==> src/rtl/uart_rx_pkg.sv <==
// Shared types and frame-format helpers for the UART RX frame timer.
package uart_rx_pkg;

  typedef enum logic [1:0] {
    IDLE,
    COUNT,
    DONE
  } state_t;

  localparam int START_BITS    = 1;
  localparam int STOP_BITS_MIN = 1;

  function automatic int frame_len(
    input int   data_len,
    input logic par_en,
    input logic stop2
  );
    return START_BITS + data_len + int'(par_en)
         + STOP_BITS_MIN + int'(stop2);
  endfunction

endpackage

==> src/rtl/uart_rx_frame_timer_if.sv <==
// Control/status bundle between the RX FSM, the frame timer and the sampler.
interface uart_rx_frame_timer_if #(
  parameter int PRESC_W = 6,
  parameter int BIT_W   = 4
);

  logic               EN;
  logic [PRESC_W-1:0] Prescale;
  logic [BIT_W-1:0]   Data_Len;
  logic               Par_En;
  logic               Stop2;
  logic [BIT_W-1:0]   bit_count;
  logic [PRESC_W-1:0] edge_count;
  logic               edge_end;
  logic               sample_stb;
  logic               sample_last;
  logic               frame_end;
  logic               busy;
  logic               cfg_err;

  modport master (
    output EN, Prescale, Data_Len, Par_En, Stop2,
    input  bit_count, edge_count, edge_end,
    input  sample_stb, sample_last, frame_end,
    input  busy, cfg_err
  );

  modport slave (
    input  EN, Prescale, Data_Len, Par_En, Stop2,
    output bit_count, edge_count, edge_end,
    output sample_stb, sample_last, frame_end,
    output busy, cfg_err
  );

endinterface

==> src/rtl/uart_rx_edge_ctr.sv <==
// Modulo-presc edge counter: runs 1..presc while enabled, parks at 1 otherwise.
module uart_rx_edge_ctr #(
  parameter int W = 6
) (
  input  logic         clk,
  input  logic         rst,
  input  logic         run,
  input  logic [W-1:0] presc,
  output logic [W-1:0] edge_count,
  output logic         edge_end
);

  assign edge_end = run && (edge_count == presc);

  always_ff @(posedge clk) begin
    if (rst || !run) begin
      edge_count <= W'(1);
    end else if (edge_end) begin
      edge_count <= W'(1);
    end else begin
      edge_count <= edge_count + W'(1);
    end
  end

endmodule

==> src/rtl/uart_rx_frame_timer.sv <==
// UART RX frame timer: bit/edge counting, sample strobes, end-of-frame pulse.
// Define UART_RX_TRIPLE_SAMPLE_EN for three strobes per bit (majority vote).
module uart_rx_frame_timer
  import uart_rx_pkg::*;
#(
  parameter int PRESC_W   = 6,
  parameter int BIT_W     = 4,
  parameter int MAX_DATA  = 8,
  parameter int MIN_PRESC = 4
) (
  input logic                   CLK,
  input logic                   Reset,
  uart_rx_frame_timer_if.slave  bus
);

  localparam logic [BIT_W-1:0]   DMIN = BIT_W'(5);
  localparam logic [BIT_W-1:0]   DMAX = BIT_W'(MAX_DATA);
  localparam logic [PRESC_W-1:0] PMIN = PRESC_W'(MIN_PRESC);

  state_t             state_q;
  state_t             state_d;
  logic [PRESC_W-1:0] presc_q;
  logic [BIT_W-1:0]   flen_q;
  logic [BIT_W-1:0]   bit_q;
  logic               cfg_err_q;

  logic               cfg_ok;
  logic               start;
  logic               run;
  logic               last_bit;
  logic               edge_end;
  logic               frame_end;
  logic [PRESC_W-1:0] edge_count;
  logic [PRESC_W-1:0] mid;
  logic               stb_hit;
  logic               last_hit;

  assign cfg_ok = (bus.Prescale >= PMIN)
               && (bus.Data_Len >= DMIN)
               && (bus.Data_Len <= DMAX);

  assign start    = (state_q == IDLE) && bus.EN && cfg_ok;
  assign run      = (state_q == COUNT) && bus.EN;
  assign last_bit = (bit_q == flen_q - BIT_W'(1));

  uart_rx_edge_ctr #(
    .W (PRESC_W)
  ) u_edge (
    .clk        (CLK),
    .rst        (Reset),
    .run        (run),
    .presc      (presc_q),
    .edge_count (edge_count),
    .edge_end   (edge_end)
  );

  assign frame_end = edge_end && last_bit;

  always_comb begin
    state_d = state_q;
    unique case (state_q)
      IDLE:    if (start) state_d = COUNT;
      COUNT: begin
        if (!bus.EN)        state_d = IDLE;
        else if (frame_end) state_d = DONE;
      end
      DONE:    if (!bus.EN) state_d = IDLE;
      default: state_d = IDLE;
    endcase
  end

  always_ff @(posedge CLK) begin
    if (Reset) begin
      state_q   <= IDLE;
      bit_q     <= '0;
      presc_q   <= '0;
      flen_q    <= '0;
      cfg_err_q <= 1'b0;
    end else begin
      state_q <= state_d;
      if (start) begin
        presc_q <= bus.Prescale;
        flen_q  <= BIT_W'(frame_len(int'(bus.Data_Len),
                                    bus.Par_En, bus.Stop2));
      end
      if ((state_q == IDLE) && bus.EN && !cfg_ok)
        cfg_err_q <= 1'b1;
      // DONE with EN still high freezes bit_count on the last bit
      if (!run) begin
        if ((state_q != DONE) || !bus.EN)
          bit_q <= '0;
      end else if (edge_end && !last_bit) begin
        bit_q <= bit_q + BIT_W'(1);
      end
    end
  end

  assign mid = presc_q >> 1;

`ifdef UART_RX_TRIPLE_SAMPLE_EN
  assign stb_hit  = (edge_count == mid - PRESC_W'(1))
                 || (edge_count == mid)
                 || (edge_count == mid + PRESC_W'(1));
  assign last_hit = (edge_count == mid + PRESC_W'(1));
`else
  assign stb_hit  = (edge_count == mid);
  assign last_hit = stb_hit;
`endif

  assign bus.bit_count   = bit_q;
  assign bus.edge_count  = edge_count;
  assign bus.edge_end    = edge_end;
  assign bus.sample_stb  = run && stb_hit;
  assign bus.sample_last = run && last_hit;
  assign bus.frame_end   = frame_end;
  assign bus.busy        = (state_q == COUNT);
  assign bus.cfg_err     = cfg_err_q;

endmodule

==> src/flat_wrapper.sv <==
// flat-port wrapper written by rule: the top's interface ports become plain ports
module uart_rx_frame_timer_flat import uart_rx_pkg::*;
#(
  parameter int PRESC_W   = 6,
  parameter int BIT_W     = 4,
  parameter int MAX_DATA  = 8,
  parameter int MIN_PRESC = 4
)
  (CLK, Reset, bus_EN, bus_Prescale, bus_Data_Len, bus_Par_En, bus_Stop2, bus_bit_count, bus_edge_count, bus_edge_end, bus_sample_stb, bus_sample_last, bus_frame_end, bus_busy, bus_cfg_err);
  uart_rx_frame_timer_if #(.PRESC_W(PRESC_W), .BIT_W(BIT_W)) bus_i ();
  input logic CLK;
  input logic Reset;
  input wire logic [$bits(bus_i.EN)-1:0] bus_EN;
  input wire logic [$bits(bus_i.Prescale)-1:0] bus_Prescale;
  input wire logic [$bits(bus_i.Data_Len)-1:0] bus_Data_Len;
  input wire logic [$bits(bus_i.Par_En)-1:0] bus_Par_En;
  input wire logic [$bits(bus_i.Stop2)-1:0] bus_Stop2;
  output wire logic [$bits(bus_i.bit_count)-1:0] bus_bit_count;
  output wire logic [$bits(bus_i.edge_count)-1:0] bus_edge_count;
  output wire logic [$bits(bus_i.edge_end)-1:0] bus_edge_end;
  output wire logic [$bits(bus_i.sample_stb)-1:0] bus_sample_stb;
  output wire logic [$bits(bus_i.sample_last)-1:0] bus_sample_last;
  output wire logic [$bits(bus_i.frame_end)-1:0] bus_frame_end;
  output wire logic [$bits(bus_i.busy)-1:0] bus_busy;
  output wire logic [$bits(bus_i.cfg_err)-1:0] bus_cfg_err;
  assign bus_i.EN = bus_EN;
  assign bus_i.Prescale = bus_Prescale;
  assign bus_i.Data_Len = bus_Data_Len;
  assign bus_i.Par_En = bus_Par_En;
  assign bus_i.Stop2 = bus_Stop2;
  assign bus_bit_count = bus_i.bit_count;
  assign bus_edge_count = bus_i.edge_count;
  assign bus_edge_end = bus_i.edge_end;
  assign bus_sample_stb = bus_i.sample_stb;
  assign bus_sample_last = bus_i.sample_last;
  assign bus_frame_end = bus_i.frame_end;
  assign bus_busy = bus_i.busy;
  assign bus_cfg_err = bus_i.cfg_err;
  uart_rx_frame_timer #(.PRESC_W(PRESC_W), .BIT_W(BIT_W), .MAX_DATA(MAX_DATA), .MIN_PRESC(MIN_PRESC)) u_core (.CLK(CLK), .Reset(Reset), .bus(bus_i));
endmodule
==> config.mk <==
export PLATFORM = sky130hd
export DESIGN_NAME = uart_rx_frame_timer_flat
export DESIGN_NICKNAME = d
export VERILOG_FILES = /design/src/rtl/uart_rx_pkg.sv /design/src/rtl/uart_rx_frame_timer_if.sv /design/src/rtl/uart_rx_edge_ctr.sv /design/src/rtl/uart_rx_frame_timer.sv /design/src/flat_wrapper.sv
export SDC_FILE = /design/constraint.sdc
export NUM_CORES = 1
export LEC_CHECK = 0
export CAP_MARGIN = 10
export CORE_AREA = 2 2 48 68
export DETAILED_ROUTE_END_ITERATION = 7
export DIE_AREA = 0 0 50 70
export GPL_TIMING_DRIVEN = 0
export PLACE_DENSITY = 0.85
export SETUP_SLACK_MARGIN = 0.2
export SLEW_MARGIN = 0
export SYNTH_ARGS = -nofsm -noshare
export SYNTH_HDL_FRONTEND = slang
export SYNTH_HIERARCHICAL = 1
export SYNTH_SLANG_ARGS = --single-unit
==> constraint.sdc <==
create_clock -name CLK -period 5.3 [get_ports CLK]
set_input_delay 0.795 -clock CLK [delete_from_list [all_inputs] [get_ports CLK]]
set_output_delay 0.795 -clock CLK [all_outputs]
set_load 0.1 [all_outputs]
# Word level (Yosys, flattened, before mapping)
# Cells that the tools add are included.
# Widths: inputs -> output; s select.
dict set report op_classes {
  n_eq_ne 10
  bitwise_logic 0
  n_div 0
  n_shift 0
  n_reduce_logical 21
  add_sub_neg 7
  magnitude_cmp 3
  multipliers 0
  muxes 8
}
# cell count
set op_table {}
lappend op_table {{$mux 4} 3}
lappend op_table {{$logic_and 1x1->1} 10}
lappend op_table {{$add 4x2->4} 2}
lappend op_table {{$mux 2} 4}
lappend op_table {{$add 6x1->6 const B} 1}
lappend op_table {{$eq 6x5->1} 1}
lappend op_table {{$eq 6x6->1} 1}
lappend op_table {{$ge 6x3->1 const B} 1}
lappend op_table {{$ne 2x2->1 const B} 3}
lappend op_table {{$pmux 2 s3} 1}
lappend op_table {{$add 1x4->4 const A} 1}
lappend op_table {{$add 4x1->4 const B} 1}
lappend op_table {{$add 4x2->4 const B} 1}
lappend op_table {{$eq 4x4->1} 1}
lappend op_table {{$ge 4x3->1 const B} 1}
lappend op_table {{$le 4x4->1 const B} 1}
lappend op_table {{$logic_not 1->1} 4}
lappend op_table {{$sub 4x1->4 const B} 1}
lappend op_table {{$ne 3x3->1 const B} 1}
lappend op_table {{$reduce_and 3->1} 1}
lappend op_table {{$eq 2x1->1 const B} 1}
lappend op_table {{$eq 2x2->1 const B} 1}
lappend op_table {{$logic_not 2->1} 1}
lappend op_table {{$logic_or 1x1->1} 2}
lappend op_table {{other kinds (4)} 4}
dict set report word_totals {
  wordCells 55
  in_bits 15
  ramBits 0
  reg_bits 23
  output_inout_bits 16
  mem_bits_ro 0
  mem_count 0
  latchBits 0
}

# Depth between registers and ports, before layout
dict set report logic_depth {
  word_depth 7
  ltp_mapped 8
  ltp_nobuf 8
}

# By module
# Netlist, hierarchy kept.
# mod cells_per_inst n_inst area_per_inst_um2 seq_area_each_um2
set by_module_without_submodules {}
lappend by_module_without_submodules {uart_rx_frame_timer 106 1 991.0 340.3}
lappend by_module_without_submodules {uart_rx_edge_ctr 36 1 351.6 120.1}

# Worst setup path after synthesis
# Ideal clock, no wire load.
dict set report synth_timing {
  path_kind {register to output}
  start {register u_core.u_edge.edge_count[4]}
  end {output port bus_sample_stb}
  required_ns 4.505
  t_arrival_ns 4.954
  path_stages_with_launch 5
  n_path_buf 1
  path_slack_ns -0.449
  cell_sequence {dfxtp_1 -> xnor2_1 -> nand3_1 -> nor4_1 -> buf_4}
}
dict set report synth_via {
  elab_chain_len 2
}
# item line
set synth_lines {}
lappend synth_lines {{from (decl)} uart_rx_edge_ctr.sv:9} ;# output logic [W-1:0] edge_count,
lappend synth_lines {{from (signal assigned)} uart_rx_edge_ctr.sv:21} ;# edge_count <= edge_count + W'(1);
lappend synth_lines {{$eq 6x5->1} uart_rx_frame_timer.sv:106} ;# assign stb_hit = (edge_count == mid);
lappend synth_lines {{$logic_and 1x1->1} n/a}
lappend synth_lines {{to (decl)} flat_wrapper.sv:21} ;# output wire logic [$bits(bus_i.sample_stb)-1:0] bus_sample_stb;
# No other way between the ends.

# Worst setup path in the final report
dict set report layout_timing {
  start {input port bus_EN}
  end {output port bus_frame_end}
}
dict set report layout_via {
  elab_chain_len 3
}
# item line
set layout_lines {}
lappend layout_lines {{from (decl)} flat_wrapper.sv:13} ;# input wire logic [$bits(bus_i.EN)-1:0] bus_EN;
lappend layout_lines {{$logic_and 1x1->1} uart_rx_frame_timer.sv:43} ;# assign run = (state_q == COUNT) && bus.EN;
lappend layout_lines {{net u_core.run} uart_rx_frame_timer.sv:29} ;# logic run;
lappend layout_lines {{$logic_and 1x1->1} uart_rx_edge_ctr.sv:13} ;# assign edge_end = run && (edge_count == presc);
lappend layout_lines {{$logic_and 1x1->1} uart_rx_frame_timer.sv:57} ;# assign frame_end = edge_end && last_bit;
lappend layout_lines {{to (decl)} flat_wrapper.sv:23} ;# output wire logic [$bits(bus_i.frame_end)-1:0] bus_frame_end;
# The timed path passes the listed nets, and every way through them passes these cells.

==> results.cfg <==
[run_status]
status = finished clean

[job]
cap_violations = 0

[detailed_routing]
vias_per_cell = 5.581
dr.pass1.iters = 4
totalWireLength_mm = 3.203
ant_nets = 0
route.vias.total = 1200
remaining_drc_errors = 0
wl_per_cell_um = 14.90
drt_iter0_drc = 35

[die]
fp.dieH_um = 70
rows = 24
die_area_um2 = 3500
die_w_um = 50
io_pins = 31
core-area_um2 = 2973
start_util = 0.4516

[placed_design]
placed_cell_area_um2 = 1698
dp_hpwl_mm = 2.465
dp_cells = 211
io_buffers = 30
pre_cts_ws_ns = 1.009
gp_congestion = 0.8471

[logic_synthesis]
synth_area_leader_cell = dfxtp_1
synth_top_area_frac = 0.3430
syn_nets = 162
ys.flop_type = dfxtp_1
netlist_instances = 142
synthTopCellsByCount = 23 x dfxtp_1, 18 x nor2_1, 18 x xnor2_1
ys_types = 41
syn_area_per_cell_um2 = 9.454
synthArstFlopShare = 0
seq_area_frac_synth = 0.3430
yosysMostFrequentCell = dfxtp_1
synth-edff-count = 0
synth_seq_cells = 23
syn_area_um2 = 1343
yosys-top-cells-area = dfxtp_1 34%, xnor2_1 12%, mux2i_1 5.2%, nor2_1 5.0%, xor2_1 4.6%
yosysWarnings = 6

[worst_setup_path]
crit_slowest_cell = clkdlybuf4s50_1
cpMostUsedCell = clkdlybuf4s50_1
end_kind = primary output
start_kind = primary input
path_cells = clkdlybuf4s50_1 > and3b_1 > and4_4 > buf_6 > and2_1 > nand3_1 > inv_1 > clkdlybuf4s50_1
crit_type = in2out
cp_data_arrival_time_ns = 3.56
cp.required_ns = 4.51
critPathMaxStageDelay_ns = 1.13
reg2reg_depth = 8
crit_fanout = 7

[sta]
finalHoldViolCount = 0
post-route-period-util = 0.8211
setup_ws_ns = 0.9481
maxSlewHeadroom = 0.3472
hold_ws_ns = 0.5069
fmax_mhz = 229.8
setup_viol = 0
finalMaxSlewViolations = 0
skew_ns = 0.003095
layout_min_cycle_time_ns = 4.352
worstMarginPinSlew_ns = 0.9761
setup_tns_ns = 0
rsz0062_at_grt = false

[finish]
area_delta_synth_final_pct = 29.92
finalNonFillerCells = 215
nets = 197
antenna_cells = 0
layout-drive-gt1-share = 0.1136
stdcell_area_um2 = 1744
fin_util = 0.5867

[grt]
antenna_found_initial = 0
grt_pass1_wl_mm = 5.250
grt_max_degree = 14
grt_pass1_vias = 1221
grt_remaining_overflow = 0
grt_use_total = 0.1906

[clock_tree]
ctsResizeCount = 0
cts_setup_buffers = 0
path_clk_slew_ns = 0.08
clock_path_buffers = 2
clk_latency_ns = 0.26
cts-hold-fix-buffers = 0
cts_num_sinks = 23
cts_tree = yes
cts_buffers = 3
h-tree-depth = 1
cts-root-buf = clkbuf_8

[pwr]
power_density_nw_per_um2 = 206.6
finalPower_uw = 360.4
p_leak_nw = 0.6235
vdd_ir_drop_max_mv = 0.1460

[min_path]
min_path_cells = 1
min-delay-path-class = reg2reg
==> layout by cell type, fill, tap and decap left out, types with 2 or more instances in the layout <==
cell	n
nor3_1	2
o311a_1	2
mux2i_1	7
a211oi_1	3
a21oi_1	5
ha_1	4
nand3_1	6
and2_1	2
clkbuf_8	3
xnor2_1	18
nor2_1	18
xor2_1	7
nand3b_1	2
nand2_1	5
a211oi_2	3
buf_6	2
inv_1	7
dfxtp_1	23
clkdlybuf4s50_1	30
nor2b_1	2
==> state kept, by name, indices dropped and copies added (netlist names) <==
| register | cells |
|---|---|
| u_core/presc_q | 6 |
| u_core/u_edge/edge_count | 6 |
| u_core/bus.bit_count | 4 |
| u_core/flen_q | 4 |
| u_core/state_q | 2 |
| u_core/bus.cfg_err | 1 |
==> final cells by class <==
class	count	area (um2)
Sequential cell	23	460.4
Multi-Input combinational cell	108	828.3
Timing Repair Buffer	30	300.3
Fill cell	240	1229
Clock buffer	3	41.29
Clock inverter	1	5.005
Buffer	4	33.78
Inverter	7	26.28
Tap cell	39	48.80
==> power by group <==
part / internal, mW / switching (mW) / leakage, nW
sequential: 0.177 / 0.00563 / 0.186
combinational: 0.0312 / 0.0371 / 0.412
clock: 0.0524 / 0.0565 / 0.0255
total: 0.261 / 0.0992 / 0.623
==> kinds of logic after synthesis <==
kind of cell,after synthesis,synth area share
and+or+nand+nor,48,0.1911
xor gates and xnor gates,25,0.1631
AOI/OAI and AO/OA,23,0.1538
DFF,23,0.3430
buffers and inverters,11,0.04474
muxes,7,0.05219
adders and majority gates,5,0.05219
==> path summary, 6_finish.rpt <==
kind,startpoint,to,slack (ns)
setup / recovery,bus_EN,bus_frame_end,0.95
hold / removal,u_core/bus.cfg_err,u_core/bus.cfg_err,0.51
setup reg to reg,u_core/state_q[0],u_core/bus.bit_count[1],3.18
hold reg to reg,u_core/bus.cfg_err,u_core/bus.cfg_err,0.51
==> metal layers <==
layer / GRT usage / routed length [um] / up-vias / part of all wire
met5: 0 / 0 / - / 0
met2: 0.3787 / 1774 / 56 / 0.55
li1: - / - / 562 / -
met1: 0.1970 / 1214 / 576 / 0.38
met3: 0.02350 / 168 / 6 / 0.052
met4: 0.05556 / 44 / 0 / 0.014
==> worst max-delay path, delay by kind of cell <==
family | cells | cell delay (ns)
buf+inv | 4 | 1.90
simple gates | 4 | 0.85
Note: power is estimated with default switching activity, not from simulation.
